<file path="src/rtl/prog_divide_n.sv">
// Runtime-programmable divide-by-N counter with pulse/square/toggle outputs.
// Divisor and mode changes are staged and applied only at the wrap edge (falling edge of CLK).
module prog_divide_n #(
    parameter int M         = 4,
    parameter int N_DEFAULT = 10
) (
    input  logic         CLK,
    input  logic         CLEAR,
    input  logic         EN,
    input  logic         LOAD,
    input  logic [M-1:0] DIV,
    input  logic [1:0]   MODE,
    output logic [M-1:0] COUNT,
    output logic         OUT,
    output logic         TC,
    output logic         ERR
);

    typedef enum logic [1:0] {
        MODE_PULSE  = 2'b00,
        MODE_SQUARE = 2'b01,
        MODE_TOGGLE = 2'b10,
        MODE_RSVD   = 2'b11
    } mode_t;

    localparam logic [M-1:0] D_RESET = M'(N_DEFAULT);
    localparam logic [M-1:0] ONE     = M'(1);
    localparam logic [M-1:0] TWO     = M'(2);

    logic [M-1:0] count_reg, count_next;
    logic [M-1:0] d_reg, d_next;
    mode_t        mode_reg, mode_next;
    logic [M-1:0] pend_d_reg, pend_d_next;
    mode_t        pend_mode_reg, pend_mode_next;
    logic         pend_valid_reg, pend_valid_next;
    logic         out_reg, out_next;
    logic         err_reg, err_next;

    logic load_ok;
    logic wrap;

    assign load_ok = LOAD && (DIV >= TWO);
    assign wrap    = EN && (count_reg == d_reg - ONE);

    always_comb begin
        count_next      = count_reg;
        d_next          = d_reg;
        mode_next       = mode_reg;
        pend_d_next     = pend_d_reg;
        pend_mode_next  = pend_mode_reg;
        pend_valid_next = pend_valid_reg;
        out_next        = out_reg;
        err_next        = LOAD && (DIV < TWO);

        if (load_ok) begin
            pend_d_next     = DIV;
            pend_mode_next  = mode_t'(MODE);
            pend_valid_next = 1'b1;
        end

        // A LOAD on the wrap edge itself is folded in through the *_next pending values.
        if (wrap && pend_valid_next) begin
            d_next          = pend_d_next;
            mode_next       = pend_mode_next;
            pend_valid_next = 1'b0;
        end

        if (EN) begin
            count_next = wrap ? '0 : count_reg + ONE;
            case (mode_next)
                MODE_SQUARE: out_next = (count_next < (d_next >> 1));
                MODE_TOGGLE: out_next = wrap ? ~out_reg : out_reg;
                default:     out_next = (count_next == d_next - ONE);
            endcase
        end
    end

    always_ff @(negedge CLK or posedge CLEAR) begin
        if (CLEAR) begin
            count_reg      <= '0;
            d_reg          <= D_RESET;
            mode_reg       <= MODE_PULSE;
            pend_d_reg     <= '0;
            pend_mode_reg  <= MODE_PULSE;
            pend_valid_reg <= 1'b0;
            out_reg        <= 1'b0;
            err_reg        <= 1'b0;
        end else begin
            count_reg      <= count_next;
            d_reg          <= d_next;
            mode_reg       <= mode_next;
            pend_d_reg     <= pend_d_next;
            pend_mode_reg  <= pend_mode_next;
            pend_valid_reg <= pend_valid_next;
            out_reg        <= out_next;
            err_reg        <= err_next;
        end
    end

    assign COUNT = count_reg;
    assign OUT   = out_reg;
    assign TC    = (count_reg == d_reg - ONE);
    assign ERR   = err_reg;

endmodule

</file>
<file path="config.mk">
export PLATFORM = sky130hd
export DESIGN_NAME = prog_divide_n
export DESIGN_NICKNAME = d
export VERILOG_FILES = /design/src/rtl/prog_divide_n.sv
export SDC_FILE = /design/constraint.sdc
export NUM_CORES = 1
export LEC_CHECK = 0
export CAP_MARGIN = 20
export CORE_MARGIN = 5
export CORE_UTILIZATION = 38
export CTS_BUF_LIST = sky130_fd_sc_hd__clkbuf_4 sky130_fd_sc_hd__clkbuf_8 sky130_fd_sc_hd__clkbuf_16
export DETAILED_ROUTE_END_ITERATION = 10
export PLACE_DENSITY = 0.61
export SKIP_CTS_REPAIR_TIMING = 1
export SYNTH_ARGS = -nofsm -noshare
export SYNTH_HDL_FRONTEND = slang
export SYNTH_SLANG_ARGS = --single-unit
</file>
<file path="constraint.sdc">
create_clock -name CLK -period 3.51 [get_ports CLK]
set_input_delay 1.053 -clock CLK [delete_from_list [all_inputs] [get_ports CLK]]
set_output_delay 1.053 -clock CLK [all_outputs]
set_load 0.05 [all_outputs]
</file>
Yosys cells after proc, flatten, opt, wreduce, memory -nomap -nowiden
Index checks and enable logic that the tools add are counted.
- order comparisons: 3
- equality and inequality tests: 5
- multiplexer cells: 9
- add/subtract/negate cells: 3
- reductions and logical operators: 5
- bitwise logic cells: 1
- operators by type and width (cell ; count):
    $mux W4 ; 3
    $eq A4 B4 Y1 ; 2
    $sub A4 B1 Y4 const B ; 2
    $add A4 B1 Y4 const B ; 1
    $ge A4 B2 Y1 const B ; 1
    $logic_and A1 B1 Y1 ; 4
    $lt A4 B2 Y1 const B ; 1
    $lt A4 B3 Y1 ; 1
    $mux W2 ; 2
    $mux W1 ; 3
    $eq A2 B1 Y1 const B ; 1
    $eq A2 B2 Y1 const B ; 1
    $ne A2 B2 Y1 const B ; 1
    $pmux W1 S2 ; 1
    $reduce_and A2 Y1 ; 1
    $not A1 Y1 ; 1
- logic and storage cells: 34
- bits in registers: 19

Logic depth before layout (Yosys ltp)
Gate-level depths: netlist of the first run.
- word-level depth: 8
- mapped depth: 16
- depth with buffers taken out: 15

==> reports/metrics.yaml, run 1 <==
status:
  status: "complete, but fails checks"
  violations: "setup timing"
power:
  power_frac_clock: 0.049
  seqPwrFrac: 0.138
  switching_share: 0.4264
  powerDensity_nw_per_um2: 1107
  ir_drop_uv: 541.8
  internal_power_w: 0.001533
  power.leakage_nw: 1.118
  combPwrFrac: 0.813
  switchingPower_w: 0.001140
critical_path:
  slowest_delay_ns: 0.53
  cp_max_fo: 2
  crit_type: "register to output pin"
  r2r-end: "OUT"
  critPathCaptureType: "output pin"
  slowest_stage: "dfstp_2"
  cp_top_family: "flip-flops"
  path_buf_inv: 2
  rr_startpoint: "d_reg[1]"
  r2r_cells: 16
  path_cells: "inv_2 > ha_4 > xor2_2 > nand2_1 > nor3_4 > buf_12"
  cp-start-kind: "register"
  crit_required_ns: 2.46
  arrival_ns: 3.57
  reg2reg_slack_ns: 0.47
synth:
  yosysMostFrequentCell: "dfrtn_1"
  yosysUniqueCellTypes: 42
  async_flop_share: 1.000
  syn_area_per_cell_um2: 9.943
  synth_seq_cells: 19
  synth-edff-count: 0
  synth_top_area_frac: 0.3266
  synthTopCellsByArea: "dfrtn_1 (33%), ha_1 (6.7%), mux2i_1 (4.6%)"
  syn_area_um2: 1302
  syn_nets: 148
  yosys.area.top_type: "dfrtn_1"
  synthFlopType: "dfrtn_1"
  seq_area_frac_synth: 0.3670
  yosysWarnings: 0
  yosys-top-cells-count: "dfrtn_1 (17), inv_1 (16), nor2_1 (10), nand2_1 (9), o21ai_0 (9)"
  synth_cells: 131
global_route:
  grt_max_degree: 12
  overflow: 0
  first_global_vias: 1186
  grt_usage: 0.1533
  grt_pass1_wl_um: 5340
  antenna_found_initial: 0
final_layout:
  layout-drive-gt1-share: 0.5767
  diodes: 0
  fin_nets: 233
  area_growth_pct: 85.40
drt:
  route.detailed.drc: 0
  dr.pass1.iters: 4
  via_count: 1312
  ant_nets: 0
  wl_per_cell_um: 16.58
  routed_wl_um: 4328
  drt-initial-drc-count: 49
  vias_per_cell: 5.027
clocking:
  cts_htree_levels: 1
  path_clk_slew_ns: 0.08
  cts_buffers: 3
  cts_tree: "built"
  clockBufferDepth: 2
  root_buffer: "clkbuf_4"
  clock_latency_ns: 0.38
  cts.sinks: 19
worst_hold_path:
  holdPathEnd: "pend_mode_reg[0]"
  hp-class: "register to register"
  min_path_cells: 2
  worstHoldStart: "pend_mode_reg[0]"
floorplanning:
  die_h_um: 68.55
  initial_utilization: 0.3903
  die_area_um2: 4698
  die_w_um: 68.55
  boundaryPins: 17
  num_rows: 21
  coreArea_um2: 3337
flow_run:
  drv_cap: 0
placed_design:
  gp_congestion: 0.8729
  io_buffer_count: 16
  hpwl_um: 2666
  place_ws_ns: -1.952
sta:
  finalMaxSlewViolations: 0
  rsz0062_at_grt: "yes"
  final-setup-viol-count: 17
  worst_slew_pin_slew_ns: 0.4857
  skew_ns: 0.07455
  fin_ws_ns: -1.114
  relSlewSlack: 0.6738
  whs_ns: 0.4609
  hold_violations: 0
==> cell type report <==
cell class / count / area (um2)
inverters: 15 / 58.81
clock inverters: 3 / 11.26
repair buffers: 82 / 884.6
multi-input cells: 93 / 902.1
flip-flops and latches: 19 / 478.0
fillers: 230 / 922.1
clock buffers: 3 / 22.52
well taps: 46 / 57.56
==> kinds of logic after synthesis <==
group	count (synthesis)	synth area share
flip-flops	19	0.3670
multiplexers	9	0.07205
buffers and inverters	19	0.05860
AO/OA/AOI/OAI	27	0.1508
XOR/XNOR	9	0.07781
AND/OR/NAND/NOR	41	0.2065
adder cells (fa/ha/maj)	7	0.06724
==> worst max-delay path by stage <==
| stage | cells past startpoint | from | endpoint | slack, ns |
|---|---|---|---|---|
| after global placement | 14 | DIV[2] | OUT | -1.80 |
| after floorplan | 12 | DIV[2] | OUT | -1.34 |
| final | 6 | d_reg[1] | TC | -1.11 |
| after detailed placement | 14 | DIV[2] | OUT | -1.95 |
| after CTS | 14 | DIV[2] | OUT | -1.61 |
| after global routing | 6 | d_reg[1] | TC | -1.19 |
==> layout by cell type (no fill, tap or decap), types with 4 or more instances in the layout <==
cell type,synthesis,final
ha_1,7,4
nand2_1,9,8
buf_12,0,10
dfrtn_1,17,17
buf_4,1,39
xnor2_1,4,4
inv_1,16,10
inv_2,0,7
buf_6,0,25
nor2_1,10,7
clkdlybuf4s50_1,0,4
nand3_1,4,4
o21ai_0,9,6
mux2i_1,6,4
==> worst min-delay path, stage by stage, from the launching register on <==
cell	delay, ns
dfrtn_1	0.40
mux2i_1	0.09
inv_1	0.06
==> power groups by stage <==
stage | logic, W | clock network [W] | registers, W
after floorplan | 0.000875 | 0.00000535 | 0.000462
after global placement | 0.00161 | 0.00000535 | 0.000356
after detailed placement | 0.00165 | 0.00000535 | 0.000360
after CTS | 0.00166 | 0.000126 | 0.000356
after global routing | 0.00232 | 0.000142 | 0.000376
final | 0.00217 | 0.000130 | 0.000369
==> per-stage QoR <==
step | instances | TNS (ns) | util | instance area, um2 | total power [W]
after floorplan | 131 | -5.725 | - | 1360 | 0.001342
after global placement | 231 | -15.24 | 0.5857 | 1954 | 0.001977
after detailed placement | 231 | -15.78 | 0.5857 | 1954 | 0.002015
after CTS | 236 | -11.87 | 0.5947 | 1984 | 0.002142
after global routing | 261 | -7.444 | 0.7237 | 2415 | 0.002833
final | 261 | -6.817 | 0.7237 | 2415 | 0.002673
==> per-layer routing <==
layer / vias up / share of wire / wire (um) / track usage
li1: 625 / - / - / -
met1: 646 / 0.43 / 1853 / 0.2042
met2: 30 / 0.51 / 2186 / 0.2527
met3: 11 / 0.028 / 123 / 0.02107
met4: 0 / 0.038 / 164 / 0.05459
met5: - / 0 / 0 / 0
Note: power is estimated with default switching activity, not from simulation.
==> run 2: changes to the inputs <==
--- a/config.mk
+++ b/config.mk
@@ -10,7 +10,7 @@
 export CORE_UTILIZATION = 38
 export CTS_BUF_LIST = sky130_fd_sc_hd__clkbuf_4 sky130_fd_sc_hd__clkbuf_8 sky130_fd_sc_hd__clkbuf_16
 export DETAILED_ROUTE_END_ITERATION = 10
-export PLACE_DENSITY = 0.61
+export PLACE_DENSITY = 0.63
 export SKIP_CTS_REPAIR_TIMING = 1
 export SYNTH_ARGS = -nofsm -noshare
 export SYNTH_HDL_FRONTEND = slang
==> constraint.sdc (replaced) <==
create_clock -name CLK -period 3.9 [get_ports CLK]
set_input_delay 1.17 -clock CLK [delete_from_list [all_inputs] [get_ports CLK]]
set_output_delay 1.17 -clock CLK [all_outputs]
set_load 0.05 [all_outputs]
==> run 2 against run 1 <==
  * The flow still finishes with violations (setup timing)
  * Count of clock-buffer cells in the layout increased by 1
  * Critical path depth increased by 8
  * Combinational power decreased by 16%
  * Non-clock buffer count decreased by 8
  * Flip-flop and latch count unchanged
  * Sequential share of layout area increased by 1.2 points
  * Via count decreased by 7.1%
  * Clock skew decreased by 0.0067 ns
  * Hold slack improved by 0.011 ns
  * Clock power increased by 17%
  * Cell count decreased by 3.1%
  * Largest cell class unchanged
==> reports/metrics.yaml, run 2 (same netlist as run 1, synthesis figures left out) <==
floorplanning:
  die_area_um2: 4698  # unchanged
  initial_utilization: 0.3903  # unchanged
  num_rows: 21  # unchanged
  die_h_um: 68.55  # unchanged
  coreArea_um2: 3337  # unchanged
  die_w_um: 68.55  # unchanged
  boundaryPins: 17  # unchanged
drt:
  drt-initial-drc-count: 36  # -27%
  ant_nets: 0  # unchanged
  dr.pass1.iters: 5  # +1
  vias_per_cell: 4.818  # -4.2%
  routed_wl_um: 3709  # -14%
  via_count: 1219  # -7.1%
  route.detailed.drc: 0  # unchanged
  wl_per_cell_um: 14.66  # -12%
critical_path:
  critPathCaptureType: "register"
  path_buf_inv: 2  # unchanged
  r2r-end: "OUT"
  rr_startpoint: "d_reg[1]"
  arrival_ns: 3.42  # -0.15 ns
  cp_top_family: "simple AND/OR/NAND/NOR gates"
  crit_required_ns: 2.25  # -0.21 ns
  path_cells: "buf_8 > o31ai_4 > and2b_2 > nor3_4 > buf_12 > nor2_4 > or2_4 > ha_4 > o21ai_2 > o21a_1 > mux2i_1 > nor4_2 > o211ai_1 > o311ai_2"
  r2r_cells: 16  # unchanged
  reg2reg_slack_ns: 0.73  # +0.26 ns
  crit_type: "primary input to register"
  cp-start-kind: "primary input"
  slowest_delay_ns: 0.30  # -0.23 ns
  slowest_stage: "nor3_4"
  cp_max_fo: 5  # +3
sta:
  hold_violations: 0  # unchanged
  relSlewSlack: 0.7092  # +0.03532
  worst_slew_pin_slew_ns: 0.4331  # -0.05261 ns
  fin_ws_ns: -1.164  # -0.04986 ns
  finalMaxSlewViolations: 0  # unchanged
  final-setup-viol-count: 17  # unchanged
  rsz0062_at_grt: "yes"
  whs_ns: 0.4716  # +0.01067 ns
  skew_ns: 0.06787  # -0.006682 ns
worst_hold_path:
  holdPathEnd: "pend_mode_reg[0]"
  hp-class: "register to register"
  min_path_cells: 2  # unchanged
  worstHoldStart: "pend_mode_reg[0]"
clocking:
  clock_latency_ns: 0.36  # -0.02 ns
  cts_buffers: 3  # unchanged
  root_buffer: "clkbuf_4"
  path_clk_slew_ns: 0.08  # about the same
  cts_htree_levels: 1  # unchanged
  clockBufferDepth: 2  # unchanged
  cts.sinks: 19  # unchanged
  cts_tree: "built"
final_layout:
  diodes: 0  # unchanged
  mostFrequentLayoutCell: "buf_4"
  area_growth_pct: 74.93
  layout-drive-gt1-share: 0.5362  # -0.04051
  final_cell_mix: "buf_4 (45), dfrtn_1 (17), inv_1 (14)"
  fin_nets: 225  # -3.4%
global_route:
  first_global_vias: 1264  # +6.6%
  grt_usage: 0.1636  # +0.01030
  grt_max_degree: 13  # +1
  grt_pass1_wl_um: 5595  # +4.8%
  overflow: 0  # unchanged
  antenna_found_initial: 0  # unchanged
power:
  power.leakage_nw: 1.059  # -5.2%
  powerDensity_nw_per_um2: 1014  # -8.4%
  ir_drop_uv: 570.8  # +5.3%
placed_design:
  hpwl_um: 2690  # +0.88%
  gp_congestion: 0.8467  # -3.0%
  io_buffer_count: 16  # unchanged
  place_ws_ns: -1.844  # +0.1084 ns
status:
  status: "complete, but fails checks"
  violations: "setup timing"
flow_run:
  drv_cap: 0  # unchanged
## run 2: changes by cell type in the layout (fill, tap and decap cells not counted), sizes merged
cell | previous run | this run
buf | 77 | 69
clkbuf | 4 | 5
inv | 18 | 17
## run 2: metal layers
layer / global-route usage / part of all wire / vias up
li1: - / - / 601
met1: 0.1852 / 0.41 / 589
met2: 0.2968 / 0.54 / 21
met3: 0.01459 / 0.021 / 8
met4: 0.09429 / 0.023 / 0
met5: 0 / 0 / -
## run 2: worst max-delay path by stage
stage                       from  endpoint  slack [ns]  depth (start not counted)
final                     DIV[1]       OUT       -1.16                         14
after floorplan           DIV[2]       OUT       -1.26                         12
after CTS                 DIV[3]       OUT       -1.52                         14
after global routing      DIV[1]       OUT       -1.26                         14
after global placement    DIV[2]       OUT       -1.74                         14
after detailed placement  DIV[3]       OUT       -1.84                         14
## run 2: cell type report
cell class	instances	area, um2
Sequential cell	19	478.0
Timing Repair Buffer	74	754.5
Fill cell	237	1059
Tap cell	46	57.56
Multi-Input combinational cell	93	877.1
Inverter	15	56.30
Clock inverter	2	7.507
Clock buffer	4	47.55
## run 2: worst reg2reg max path: cells and delay by family, from the launching register on
kind	cells	cell delay, ns
flip-flops	1	0.52
multiplexers	1	0.08
adder cells (fa/ha/maj)	2	0.52
AO/OA/AOI/OAI	4	0.53
AND/OR/NAND/NOR	5	0.96
XOR/XNOR	1	0.14
buffers and inverters	3	0.35
## run 2: report_power, final
part | switching (W) | total (W) | internal [W]
sequential | 0.0000524 | 0.000328 | 0.000276
combinational | 0.000844 | 0.00183 | 0.000985
clock | 0.0000713 | 0.000152 | 0.0000810
total | 0.000967 | 0.00231 | 0.00134
## run 2: stage by stage
step | power [W] | utilization | setup TNS (ns) | instances | instance area [um2]
after global placement | 0.001794 | 0.5887 | -14.02 | 234 | 1964
after global routing | 0.002459 | 0.6828 | -6.637 | 253 | 2278
after detailed placement | 0.001837 | 0.5887 | -14.59 | 234 | 1964
after floorplan | 0.001208 | - | -4.543 | 131 | 1360
after CTS | 0.001999 | 0.6040 | -10.57 | 239 | 2016
final | 0.002309 | 0.6828 | -5.889 | 253 | 2278
==> run 3: changes to the inputs <==
==> constraint.sdc (replaced) <==
create_clock -name CLK -period 4.07 [get_ports CLK]
set_input_delay 1.221 -clock CLK [delete_from_list [all_inputs] [get_ports CLK]]
set_output_delay 1.221 -clock CLK [all_outputs]
set_load 0.05 [all_outputs]
==> run 3 against run 2 <==
  * Utilization decreased by 0.45 points
  * Total power decreased by 5.7%
  * Count of clock-buffer cells in the layout unchanged
  * Critical path depth decreased by 1
  * Die area unchanged
  * Sequential power decreased by 3%
  * Global-route usage decreased by 1.1 points
  * Setup slack got worse by 0.011 ns
  * The flow still finishes with violations (setup timing)
  * Design area decreased by 0.66%
  * First-iteration DRC count increased by 47%
==> reports/metrics.yaml, run 3 (same netlist as run 1, synthesis figures left out) <==
status:
  status: "complete, but fails checks"
  violations: "setup timing"
drt:
  route.detailed.drc: 0  # unchanged
  drt-initial-drc-count: 53  # +47%
  wl_per_cell_um: 15.77  # +7.6%
  ant_nets: 0  # unchanged
  dr.pass1.iters: 4  # -1
  via_count: 1255  # +3.0%
  routed_wl_um: 3990  # +7.6%
  vias_per_cell: 4.960  # +3.0%
placed_design:
  io_buffer_count: 16  # unchanged
  gp_congestion: 0.8846  # +4.5%
  hpwl_um: 2711  # +0.80%
  place_ws_ns: -1.906  # -0.06263 ns
  dp.cells: 229  # -2.1%
final_layout:
  fill_cells: 240  # +1.3%
  area_growth_pct: 73.78
  layout-drive-gt1-share: 0.5507  # +0.01449
  fin_nets: 225  # unchanged
  diodes: 0  # unchanged
  stdcell_count: 253  # unchanged
  mostFrequentLayoutCell: "buf_4"
  final_cell_mix: "buf_4 (41), buf_6 (19), dfrtn_1 (17)"
  multi_input_area_um2: 902.1  # +2.9%
  final-seq-area_um2: 478.0  # unchanged
power:
  internal_power_w: 0.001217  # -9.3%
  powerDensity_nw_per_um2: 962.6  # -5.0%
  ir_drop_uv: 522.6  # -8.4%
  power.leakage_nw: 1.048  # -1.1%
  power_frac_clock: 0.053  # -0.013
  switchingPower_w: 0.0009619  # -0.56%
  combPwrFrac: 0.801  # +0.009
  switching_share: 0.4415  # +0.02263
  seqPwrFrac: 0.146  # +0.004
  power.total_w: 0.002179  # -5.7%
sta:
  rsz0062_at_grt: "yes"
  finalMaxSlewViolations: 0  # unchanged
  worst_slew_pin_slew_ns: 0.5597  # +0.1266 ns
  hold_violations: 0  # unchanged
  skew_ns: 0.07796  # +0.01009 ns
  fin_ws_ns: -1.175  # -0.01106 ns
  final-setup-viol-count: 17  # unchanged
  relSlewSlack: 0.6242  # -0.08498
  whs_ns: 0.4327  # -0.03892 ns
floorplanning:
  coreArea_um2: 3337  # unchanged
  num_rows: 21  # unchanged
  initial_utilization: 0.3903  # unchanged
  die_w_um: 68.55  # unchanged
  boundaryPins: 17  # unchanged
  die_h_um: 68.55  # unchanged
  die_area_um2: 4698  # unchanged
worst_hold_path:
  hp-class: "register to register"
global_route:
  grt_max_degree: 11  # -2
  grt_usage: 0.1526  # -0.01101
  antenna_found_initial: 0  # unchanged
  overflow: 0  # unchanged
  first_global_vias: 1203  # -4.8%
  grt_pass1_wl_um: 5333  # -4.7%
clocking:
  cts_tree: "built"
  cts_htree_levels: 1  # unchanged
  cts_buffers: 3  # unchanged
  cts.sinks: 19  # unchanged
  clockBufferDepth: 2  # unchanged
  root_buffer: "clkbuf_4"
  clock_latency_ns: 0.37  # about the same
  path_clk_slew_ns: 0.08  # about the same
critical_path:
  cp-start-kind: "primary input"
  critPathCaptureType: "register"
  crit_required_ns: 2.34  # +0.09 ns
  crit_type: "primary input to register"
  reg2reg_slack_ns: 0.88  # +0.15 ns
  slowest_stage: "nor4_2"
  cp_top_family: "simple AND/OR/NAND/NOR gates"
  path_buf_inv: 2  # unchanged
  cp_max_fo: 4  # -1
  arrival_ns: 3.51  # +0.09 ns
  slowest_delay_ns: 0.30  # about the same
  path_cells: "buf_8 > o31ai_4 > and2b_2 > nor3b_2 > buf_4 > or2_4 > ha_4 > o21ai_1 > o21a_1 > mux2i_1 > nor4_2 > o211ai_1 > o311ai_2"
flow_run:
  drv_cap: 0  # unchanged
## run 3: cell types whose count changed in the layout (fill, tap and decap cells not counted), moves of 2 or more
cell	before	now
clkbuf_16	2	0
buf_4	45	41
nand2_1	9	7
buf_6	13	19
nand2_2	0	2
## run 3: stage by stage
step	utilization	area (um2)	setup TNS (ns)
global placement	0.5726	1911	-13.15
floorplan	-	1356	-4.164
detailed placement	0.5726	1911	-14.06
finish	0.6783	2263	-5.387
global route	0.6783	2263	-6.061
CTS	0.5827	1944	-9.944
## run 3: metal layers
metal  global-route usage  vias to the layer above  wire length [um]
met3              0.01459                        6                76
met1               0.1928                      626              1705
met4              0.04715                        0                60
met2               0.2718                       22              2148
met5                    0                        -                 0
li1                     -                      601                 -
## run 3: path summary, 6_finish.rpt
check,from,end,cells after the start
max in group asynchronous,CLEAR,d_reg[2],3
hold reg to reg,pend_mode_reg[1],pend_mode_reg[1],2
hold / removal,pend_mode_reg[1],pend_mode_reg[1],2
setup / recovery,DIV[1],OUT,13
setup reg to reg,d_reg[1],OUT,17
min in group asynchronous,CLEAR,COUNT[3],2
## run 3: cell type report
type / instances / area share
clock buffers: 4 / 0.01327
clock inverters: 2 / 0.003317
inverters: 15 / 0.02488
multi-input cells: 94 / 0.3986
flip-flops and latches: 19 / 0.2112
well taps: 46 / 0.02543
repair buffers: 73 / 0.3234
## run 3: tightest hold or removal path: stages, from the launching register on
cell,delay (ns)
dfrtn_1,0.40
mux2i_1,0.08
inv_1,0.05
## run 3: power groups by stage
stage	Combinational [W]	Clock [W]	Sequential (W)
floorplan	0.000749	0.00000462	0.000398
global placement	0.00135	0.00000462	0.000306
detailed placement	0.00139	0.00000462	0.000309
CTS	0.00140	0.000117	0.000306
global route	0.00185	0.000128	0.000325
finish	0.00175	0.000115	0.000319
